File: config.mk
export PLATFORM = sky130hd
export DESIGN_NAME = ext_mem_arbiter
export DESIGN_NICKNAME = d
export VERILOG_FILES = /design/src/rtl/ext_arb_pkg.sv /design/src/rtl/ext_arb_picker.sv /design/src/rtl/ext_mem_arbiter.sv
export SDC_FILE = /design/constraint.sdc
export NUM_CORES = 1
export LEC_CHECK = 0
export CAP_MARGIN = 20
export CORE_ASPECT_RATIO = 1.25
export CORE_MARGIN = 1.5
export CORE_UTILIZATION = 43
export CTS_CLUSTER_DIAMETER = 120
export DETAILED_ROUTE_END_ITERATION = 16
export GPL_ROUTABILITY_DRIVEN = 0
export PLACE_DENSITY = 0.85
export SLEW_MARGIN = 20
export SYNTH_ARGS = -nofsm -noshare
export SYNTH_HDL_FRONTEND = slang
export SYNTH_HIERARCHICAL = 1
export SYNTH_SLANG_ARGS = --single-unit
File: constraint.sdc
create_clock -name clock -period 2.5 [get_ports clock]
set_clock_uncertainty 0.1 [all_clocks]
set_input_delay 0.25 -clock clock [delete_from_list [all_inputs] [get_ports clock]]
set_output_delay 0.25 -clock clock [all_outputs]
set_load 0.01 [all_outputs]
File: src/rtl/ext_arb_pkg.sv
// ext_arb_pkg: shared state encoding, channel indices and counter width for the external-memory arbiter
package ext_arb_pkg;
  typedef enum logic [1:0] {IDLE, WAIT, DONE} state_t;
  localparam int ROM_CH = 0;
  localparam int RAM_CH = 1;
  localparam int CNT_W = 4;
endpackage

File: src/rtl/ext_arb_picker.sv
// ext_arb_picker: one-hot winner selection, fixed priority or round-robin when EXT_ARB_RR_EN is defined
module ext_arb_picker #(
  parameter int NUM_SRC = 2,
  parameter int PTR_W = $clog2(NUM_SRC)
) (
  input  logic [NUM_SRC-1:0] req,
`ifdef EXT_ARB_RR_EN
  input  logic [PTR_W-1:0]   ptr,
`endif
  output logic [NUM_SRC-1:0] winner
);
`ifdef EXT_ARB_RR_EN
  logic [NUM_SRC-1:0] hi;
  assign hi = req & ~((NUM_SRC'(1) << ptr) - NUM_SRC'(1));
  assign winner = |hi ? hi & (~hi + NUM_SRC'(1)) : req & (~req + NUM_SRC'(1));
`else
  assign winner = req & (~req + NUM_SRC'(1));
`endif
endmodule

File: src/rtl/ext_mem_arbiter.sv
// ext_mem_arbiter: multi-source external-memory read arbiter with fixed read latency; EXT_ARB_RR_EN selects round-robin
module ext_mem_arbiter
  import ext_arb_pkg::*;
#(
  parameter int NUM_SRC = 2,
  parameter int SRC_W = 16,
  parameter int DATA_W = 17,
  parameter int READ_LAT = 2
) (
  input  logic                     clock,
  input  logic                     reset,
  input  logic [NUM_SRC-1:0]       req,
  input  logic [NUM_SRC*SRC_W-1:0] src_data,
  output logic [NUM_SRC-1:0]       grant,
  output logic                     busy,
  output logic [NUM_SRC-1:0]       ack,
  output logic                     out_valid,
  output logic [DATA_W-1:0]        out_data
);
  localparam int PTR_W = $clog2(NUM_SRC);
  state_t state, state_n;
  logic [CNT_W-1:0] cnt;
  logic [NUM_SRC-1:0] winner;
  logic [SRC_W-1:0] sel;
  logic take;
  assign take = (state == IDLE) && |req;
`ifdef EXT_ARB_RR_EN
  logic [PTR_W-1:0] ptr, ptr_n;
  ext_arb_picker #(.NUM_SRC(NUM_SRC), .PTR_W(PTR_W)) u_picker (.req(req), .ptr(ptr), .winner(winner));
  // next search start is one past the winner, wrapping to channel 0
  always_comb begin
    ptr_n = ptr;
    for (int i = 0; i < NUM_SRC; i++)
      if (winner[i]) ptr_n = (i == NUM_SRC - 1) ? '0 : PTR_W'(i + 1);
  end
  // advance the round-robin pointer on every grant
  always_ff @(posedge clock)
    if (reset) ptr <= '0;
    else if (take) ptr <= ptr_n;
`else
  ext_arb_picker #(.NUM_SRC(NUM_SRC), .PTR_W(PTR_W)) u_picker (.req(req), .winner(winner));
`endif
  // state register
  always_ff @(posedge clock)
    state <= reset ? IDLE : state_n;
  // next state: grant in IDLE, count down the latency, pulse once in DONE
  always_comb
    state_n = (state == IDLE) ? (|req ? WAIT : IDLE) :
              (state == WAIT) ? (cnt == '0 ? DONE : WAIT) : IDLE;
  // outputs decoded from state; ack mirrors the held grant in DONE
  always_comb begin
    busy = state != IDLE;
    out_valid = state == DONE;
    ack = (state == DONE) ? grant : '0;
  end
  // one-hot mux of the granted source's word
  always_comb begin
    sel = '0;
    for (int i = 0; i < NUM_SRC; i++)
      sel = sel | (grant[i] ? src_data[i*SRC_W +: SRC_W] : '0);
  end
  // grant, wait counter and zero-extended capture register
  always_ff @(posedge clock)
    if (reset) begin
      grant <= '0;
      cnt <= '0;
      out_data <= '0;
    end else if (take) begin
      grant <= winner;
      cnt <= CNT_W'(READ_LAT - 1);
    end else if (state == WAIT) begin
      if (cnt == '0) out_data <= DATA_W'(sel);
      else cnt <= cnt - 1'b1;
    end else if (state == DONE) begin
      grant <= '0;
    end
endmodule

# Word-level counts from Yosys, hierarchy flattened
# Cells that the tools add are included.
# totals
regBits	24
inputBits	36
word_cells	41
# op_classes
n_addsub	2
n_eq_ne	4
muxes	13
bitwise	5
reduce_logical	12
# ops
operator	count
16-bit 2-to-1 mux	2
16-bit bitwise OR	1
2-bit 2-to-1 mux	7
2-bit AND reduction	3
2-bit nonzero test	3
4-bit zero test	1
1-bit 2-to-1 mux	4
2-bit inequality test (second input constant)	2
2-bit OR reduction	2
4-bit by 1-bit subtractor with 4-bit output (second input constant)	1
3-bit AND reduction	1
2-bit by 1-bit adder with 2-bit output (second input constant)	1
2-bit AND	1
2-bit by 1-bit == test with 1-bit output (second input constant)	1
2-bit == test (second input constant)	1
2-bit zero test	1
1-bit inverter	2
2-bit inverter	1
1-bit logical AND	1

# Logic depth before layout (Yosys ltp)
# Gate-level depths: netlist of the first run.
# logic_depth
depth_word	4
ltp_mapped	8

# By module
# Netlist of the first run, hierarchy kept.
# by_module_without_submodules
module	instances	cells_each	area_each_um2
ext_mem_arbiter	1	124	1178.6
ext_arb_picker	1	2	21.3

# Least setup slack after synthesis of the first run
# OpenSTA, ideal clock, no wires.
# synth_path
path_kind	reg-to-reg
startpoint	register cnt[0]
endpoint	register out_data[10]
setup_time_ns	0.080
arrival_ns	1.429
setup_slack_ns	0.891
stages_incl_launch_ff	9
n_path_buf	3
path_cell_list	dfxtp_1 inv_1 ha_1 and3b_1 buf_6 and2_4 buf_6 buf_6 a211oi_2
# synth_via
elab_chain_cells	2
# synth_rtl
item	line_no	source
start, declared	ext_mem_arbiter.sv:22	logic [CNT_W-1:0] cnt;
start signal, assigned	ext_mem_arbiter.sv:70	cnt <= CNT_W'(READ_LAT - 1);
start signal, assigned	ext_mem_arbiter.sv:73	else cnt <= cnt - 1'b1;
4-bit zero test	ext_mem_arbiter.sv:72	if (cnt == '0) out_data <= DATA_W'(sel);
3-bit AND reduction (no source line)	-	
end signal, assigned	ext_mem_arbiter.sv:72	
end, declared	ext_mem_arbiter.sv:18	output logic [DATA_W-1:0] out_data
# Every way passes these cells.
# A chain may end at the register's enable or synchronous reset.

# Final worst setup path of the first run
# layout_path
startpoint	register state[1]
endpoint	output port ack[0]
# layout_via
elab_chain_cells	2
# layout_rtl
item	line_no	source
start, declared	ext_mem_arbiter.sv:21	state_t state, state_n;
start signal, assigned	ext_mem_arbiter.sv:45	state <= reset ? IDLE : state_n;
2-bit == test	ext_mem_arbiter.sv:54	ack = (state == DONE) ? grant : '0;
2-bit 2-to-1 mux	ext_mem_arbiter.sv:54	
end, declared	ext_mem_arbiter.sv:16	output logic [NUM_SRC-1:0] ack,
# Every way passes these cells.

==> results.md, run 1 <==
* Worst VDD drop at 0.389 mV
* First-pass GRT wire length at 4.89 mm
* # Post-CTS Setup Buffers at 0
* Required @ worst endpoint at 2150 ps
* RSZ-0062 raised after global routing: no
* Setup violators final at 0
* Slew @ Worst Pin at 609 ps
* DRT iter0 DRCs at 31
* YS warnings at 6
* End of the worst register-to-register path: out_data[15]
* Post_cts resized at 0
* Routed WL at 3.21 mm
* DRC viols at 0
* CP Data Arrival Time at 1660 ps
* Avg Synthesized Cell Area at 9.52 um^2
* CP max stage cell: clkdlybuf4s50_1
* Detailed-route wire length per cell at 15.2 um
* Share of cells above drive strength 1 at 0.124
* Fmax at 0.499 GHz
* Worst-path maximum fanout at 7
* Finished Cell Area at 1800 um^2
* CTS max path bufs at 2
* Gr usage total at 0.211
* Min Tclk post-route at 2010 ps
* Area after DPL at 1750 um^2
* Setup TNS at 0 ps
* Library cells used by synthesis at 32
* Power density over the cells at 617 nW/um^2
* Post-synth EDFFs at 0
* Critical Path Source Type: flip-flop
* DRT Pass-1 Iters at 4
* Die area at 3120 um^2
* # diodes at 0
* Cell Area, Synth at 1200 um^2
* Final max-slew violation count at 0
* CP Capture Type: output pin
* Clk sinks at 24
* Worst hold-check path type: flip-flop to flip-flop
* LEAKAGE at 0.610 nW
* Hold path startpoint: cnt[1]
* Syn-to-layout area delta at 50.4%
* Setup Crit Path Kind: flip-flop to output pin
* Clock Latency Late Sink at 320 ps
* List of most frequent post-synthesis cells: dfxtp_1, a21oi_1, a22oi_1, a211oi_2, a211oi_1
* H-tree depth at 1
* #FFs+latches synth at 24
* Starting Density at 0.452
* Reg clk slew, reported paths at 140 ps
* Final period utilization at 0.802
* Status: completed
* Chip width at 50.3 um
* Sequential area share after synthesis at 0.400
* Root buf cell: clkbuf_4
* CTS hold repair buffers at 0
* Core area at 2650 um^2
* DR vias/cell at 5.59
* Largest net degree at the start of global routing at 20
* Max-cap violations at 0
* GRT overflow at 0
* Die Span Y at 62.1 um
* Post-Synthesis Cells at 126
* Most common cell in the netlist: dfxtp_1
* Synth area leader: dfxtp_1
* Final #Nets at 215
* Num rows at 21
* Net Count, Synth at 163
* CTS tree: done
* Hold Path End: cnt[1]
* Worst-case reg-to-reg path depth at 5
* Antenna violations before repair at 0
* Worst path max stage delay at 530 ps
* CP cell instances: nor2b_1 > and2_1 > clkdlybuf4s50_1
* I/O Pins at 59
* CTS Buf Count at 3
* Beginning of the worst register-to-register path: cnt[0]
* Vias in the first global route at 1074
* Top-area cell type share of the netlist area at 0.400
* Top cells by area, synth: dfxtp_1, a211oi_2, a22oi_1
* Setup slack on the worst flop-to-flop path at 600 ps
* Post-synthesis async set-or-reset flop share at 0
* Worst slew margin at 0.594
* ANT nets after route at 0
* Port bufs at 57
* Cells on Worst Hold Path at 2
* Top FF cell, synth: dfxtp_1
* Total number of vias at 1180
* Final hold vios at 0
* DP HPWL at 2.42 mm
[area by class of cell]
class                           instances  area, um^2
Clock buffer                            3        22.5
Clock inverter                          1        30.0
Fill cell                             211         850
Inverter                                3        11.3
Multi-Input combinational cell         85         617
Sequential cell                        24         480
Tap cell                               34        42.5
Timing Repair Buffer                   61         601
[state kept, by name (all words and copies together), names as in the netlist]
| signal | cells |
|---|---|
| grant | 2 |
| state | 2 |
| out_data | 16 |
| cnt | 4 |
[logic make-up after synthesis]
logic type | share of synthesized area
AOI/OAI and AO/OA | 0.372
adders and majority gates | 0.0104
DFF | 0.400
and+or+nand+nor | 0.120
muxes | 0.00834
buffers and inverters | 0.0855
other | 0.00313
[routing by layer]
| layer | up-vias | routed length [um] | global-route usage |
|---|---|---|---|
| met3 | 5 | 133 | 0.0311 |
| met2 | 38 | 1760 | 0.400 |
| li1 | 574 | - | - |
| met4 | 0 | 51 | 0.111 |
| met5 | - | 0 | 0 |
| met1 | 563 | 1260 | 0.228 |
[placed cells by master (no fill, tap or decap)]
cell type,n
a211oi_1,7
a211oi_2,10
a21o_1,1
a21oi_1,21
a221oi_1,1
a22oi_1,16
and2_1,2
and2_4,1
and3b_1,1
buf_4,4
bufinv_16,1
clkbuf_4,3
clkdlybuf4s50_1,57
conb_1,1
dfxtp_1,24
ha_1,1
inv_1,3
mux2i_1,1
nand2b_1,3
nand3_1,2
nand3b_1,1
nor2_1,2
nor2b_1,2
nor2b_4,1
nor3_1,1
nor3b_2,1
o21ai_0,4
o21bai_1,1
or2_2,1
or3_1,2
or4_1,1
[per-stage QoR]
step	power, mW	std cells	setup slack (ps)	util	hold slack, ps
4_1_cts	1.12	211	477	0.680	415
2_1_floorplan	0.680	126	891	-	222
3_5_place_dp	0.840	207	613	0.660	396
6_report	1.11	211	494	0.680	428
3_3_place_gp	0.825	207	704	0.660	386
5_1_grt	1.17	211	395	0.680	454
[where the power goes]
part	internal (mW)	leakage, nW	switching (mW)	total [mW]
clock	0.162	0.0279	0.120	0.282
combinational	0.203	0.386	0.162	0.364
sequential	0.430	0.197	0.0377	0.467
[worst max path at each step]
stage / from / end / slack [ps] / cells after the start
floorplan: cnt[0] / out_data[10] / 890 / 8
global placement: cnt[0] / out_data[10] / 700 / 5
detailed placement: cnt[0] / out_data[15] / 610 / 5
CTS: state[1] / ack[0] / 480 / 3
global route: state[1] / ack[1] / 400 / 3
finish: state[1] / ack[0] / 490 / 3
[critical path, delay by kind of cell, from the launching register on]
kind                   cells  cell delay, ps
buffers and inverters      1             530
DFF                        1             450
and+or+nand+nor            2             360
Note: power is estimated with default switching activity, not from simulation.
==> run 2, diff against run 1 <==
--- a/config.mk
+++ b/config.mk
@@ -8,11 +8,11 @@
 export CAP_MARGIN = 20
 export CORE_ASPECT_RATIO = 1.25
 export CORE_MARGIN = 1.5
-export CORE_UTILIZATION = 43
+export CORE_UTILIZATION = 36
 export CTS_CLUSTER_DIAMETER = 120
 export DETAILED_ROUTE_END_ITERATION = 16
 export GPL_ROUTABILITY_DRIVEN = 0
-export PLACE_DENSITY = 0.85
+export PLACE_DENSITY = 0.76
 export SLEW_MARGIN = 20
 export SYNTH_ARGS = -nofsm -noshare
 export SYNTH_HDL_FRONTEND = slang
==> constraint.sdc (replaced) <==
create_clock -name clock -period 1.7 [get_ports clock]
set_clock_uncertainty 0.1 [all_clocks]
set_input_delay 0.17 -clock clock [delete_from_list [all_inputs] [get_ports clock]]
set_output_delay 0.17 -clock clock [all_outputs]
set_load 0.01 [all_outputs]
==> results.md, run 2 (synthesized netlist as in run 1, its figures left out) <==
* Core Util, Final at 0.591
* I/O Pins at 59
* CP cell instances: nor2_2 > inv_1 > clkdlybuf4s50_1
* Total number of vias at 1202
* LEAKAGE at 0.699 nW
* Detailed-route wire length per cell at 15.2 um
* Clk sinks at 24
* H-tree depth at 1
* Crit-path leading delay family: buffers and inverters
* # Post-CTS Setup Buffers at 0
* Die area at 3690 um^2
* DP HPWL at 2.63 mm
* Fmax at 0.615 GHz
* CTS tree: done
* Layout Cells excl Fill at 221
* ANT nets after route at 0
* GRT overflow at 0
* Comb power frac at 0.322
* DRT iter0 DRCs at 43
* Worst-path maximum fanout at 9
* CP max stage cell: clkdlybuf4s50_1
* Met2 routed WL at 1.86 mm
* Chip width at 54.6 um
* Reg clk slew, reported paths at 90 ps
* Top reg by flops: out_data
* Switch Pwr at 0.485 mW
* Net Sw Frac at 0.277
* Syn-to-layout area delta at 57.5%
* Clock Latency Late Sink at 270 ps
* Setup Crit Path Kind: flip-flop to output pin
* Port bufs at 57
* Setup violators final at 0
* Area after DPL at 1810 um^2
* Final period utilization at 0.957
* Max Used Layer: met4
* CTS max path bufs at 2
* Max-cap violations at 0
* Clock share of power at 0.288
* Root buf cell: clkbuf_8
* Min Tclk post-route at 1630 ps
* Worst path max stage delay at 470 ps
* Max reg flops at 16
* Sequential share of power at 0.391
* Finished Cell Area at 1890 um^2
* CP Buf/Inv Count at 2
* Required @ worst endpoint at 1430 ps
* First-pass GRT wire length at 5.13 mm
* DR vias/cell at 5.44
* Critical Path Source Type: flip-flop
* Routed WL at 3.36 mm
* Setup TNS at 0 ps
* Final hold vios at 0
* CP Capture Type: output pin
* Status: completed
* Core area at 3190 um^2
* Vias in the first global route at 1206
* Share of cells above drive strength 1 at 0.179
* Placed insts at 217
* Die Span Y at 67.5 um
* Final #Nets at 222
* Power density over the cells at 926 nW/um^2
* CP Data Arrival Time at 1360 ps
* DRT Pass-1 Iters at 4
* Met3 WL post-DR at 91 um
* Cell internal pwr at 1.26 mW
* Commonest cells after routing, fill and taps aside: clkdlybuf4s50_1, dfxtp_1, a21oi_1
* Starting Density at 0.376
* Largest net degree at the start of global routing at 18
* CTS Buf Count at 3
* Commonest non-fill, non-tap cell in the layout: clkdlybuf4s50_1
* Gr usage total at 0.191
* Worst VDD drop at 0.489 mV
* Biggest regs: out_data (16), cnt (4)
* DRC viols at 0
* Worst hold-check path type: flip-flop to flip-flop
* Final max-slew violation count at 0
* # diodes at 0
* WL met1 at 1.31 mm
* Antenna violations before repair at 0
* Num rows at 23
* RSZ-0062 raised after global routing: no
* Hold_ws at 404 ps
## run 2: repair_timing
action                                  4_1_cts  5_1_grt
pin swaps                                     0        0
endpoints found under the setup margin        4        2
hold buffers                                  0        0
resized for setup                             5        3
## run 2: per-stage QoR
stage | total power [mW] | setup WS [ps]
2_1_floorplan | 1.00 | 90.7
3_3_place_gp | 1.24 | 168
3_5_place_dp | 1.26 | 121
4_1_cts | 1.76 | 3.13
5_1_grt | 1.84 | 8.51
6_report | 1.75 | 73.7
## run 2: worst paths after layout
| kind | start | to | slack [ps] | cells past startpoint |
|---|---|---|---|---|
| min reg2reg | cnt[1] | cnt[1] | 400 | 2 |
| max reg2reg | cnt[0] | out_data[1] | 140 | 5 |
| min | cnt[1] | cnt[1] | 400 | 2 |
| max | state[0] | busy | 70 | 3 |
## run 2: power by group through the flow
stage | sequential (mW) | combinational [mW] | clock (mW)
final | 0.683 | 0.563 | 0.503
after global routing | 0.692 | 0.605 | 0.544
after CTS | 0.682 | 0.568 | 0.509
after detailed placement | 0.692 | 0.566 | 0
after global placement | 0.689 | 0.549 | 0
after floorplan | 0.706 | 0.294 | 0
## run 2: worst register-to-register path: stages (launching register included)
cell and delay, ps:
dfxtp_1 390, inv_1 70, ha_1 220, and3b_1 210
and2_4 250, a211oi_1 240
## run 2: area by class of cell
type	instances	area, um^2
multi-input combinational	85	622
clock buffer	3	41.3
inverter	3	11.3
sequential	24	483
clock inverter	1	30.0
timing repair buffer	68	656
fill	282	1310
tap	37	46.3
## run 2: metal layers
layer	GRT usage	up-vias
met4	0.119	0
met5	0	-
li1	-	588
met2	0.347	34
met1	0.201	571
met3	0.0199	9
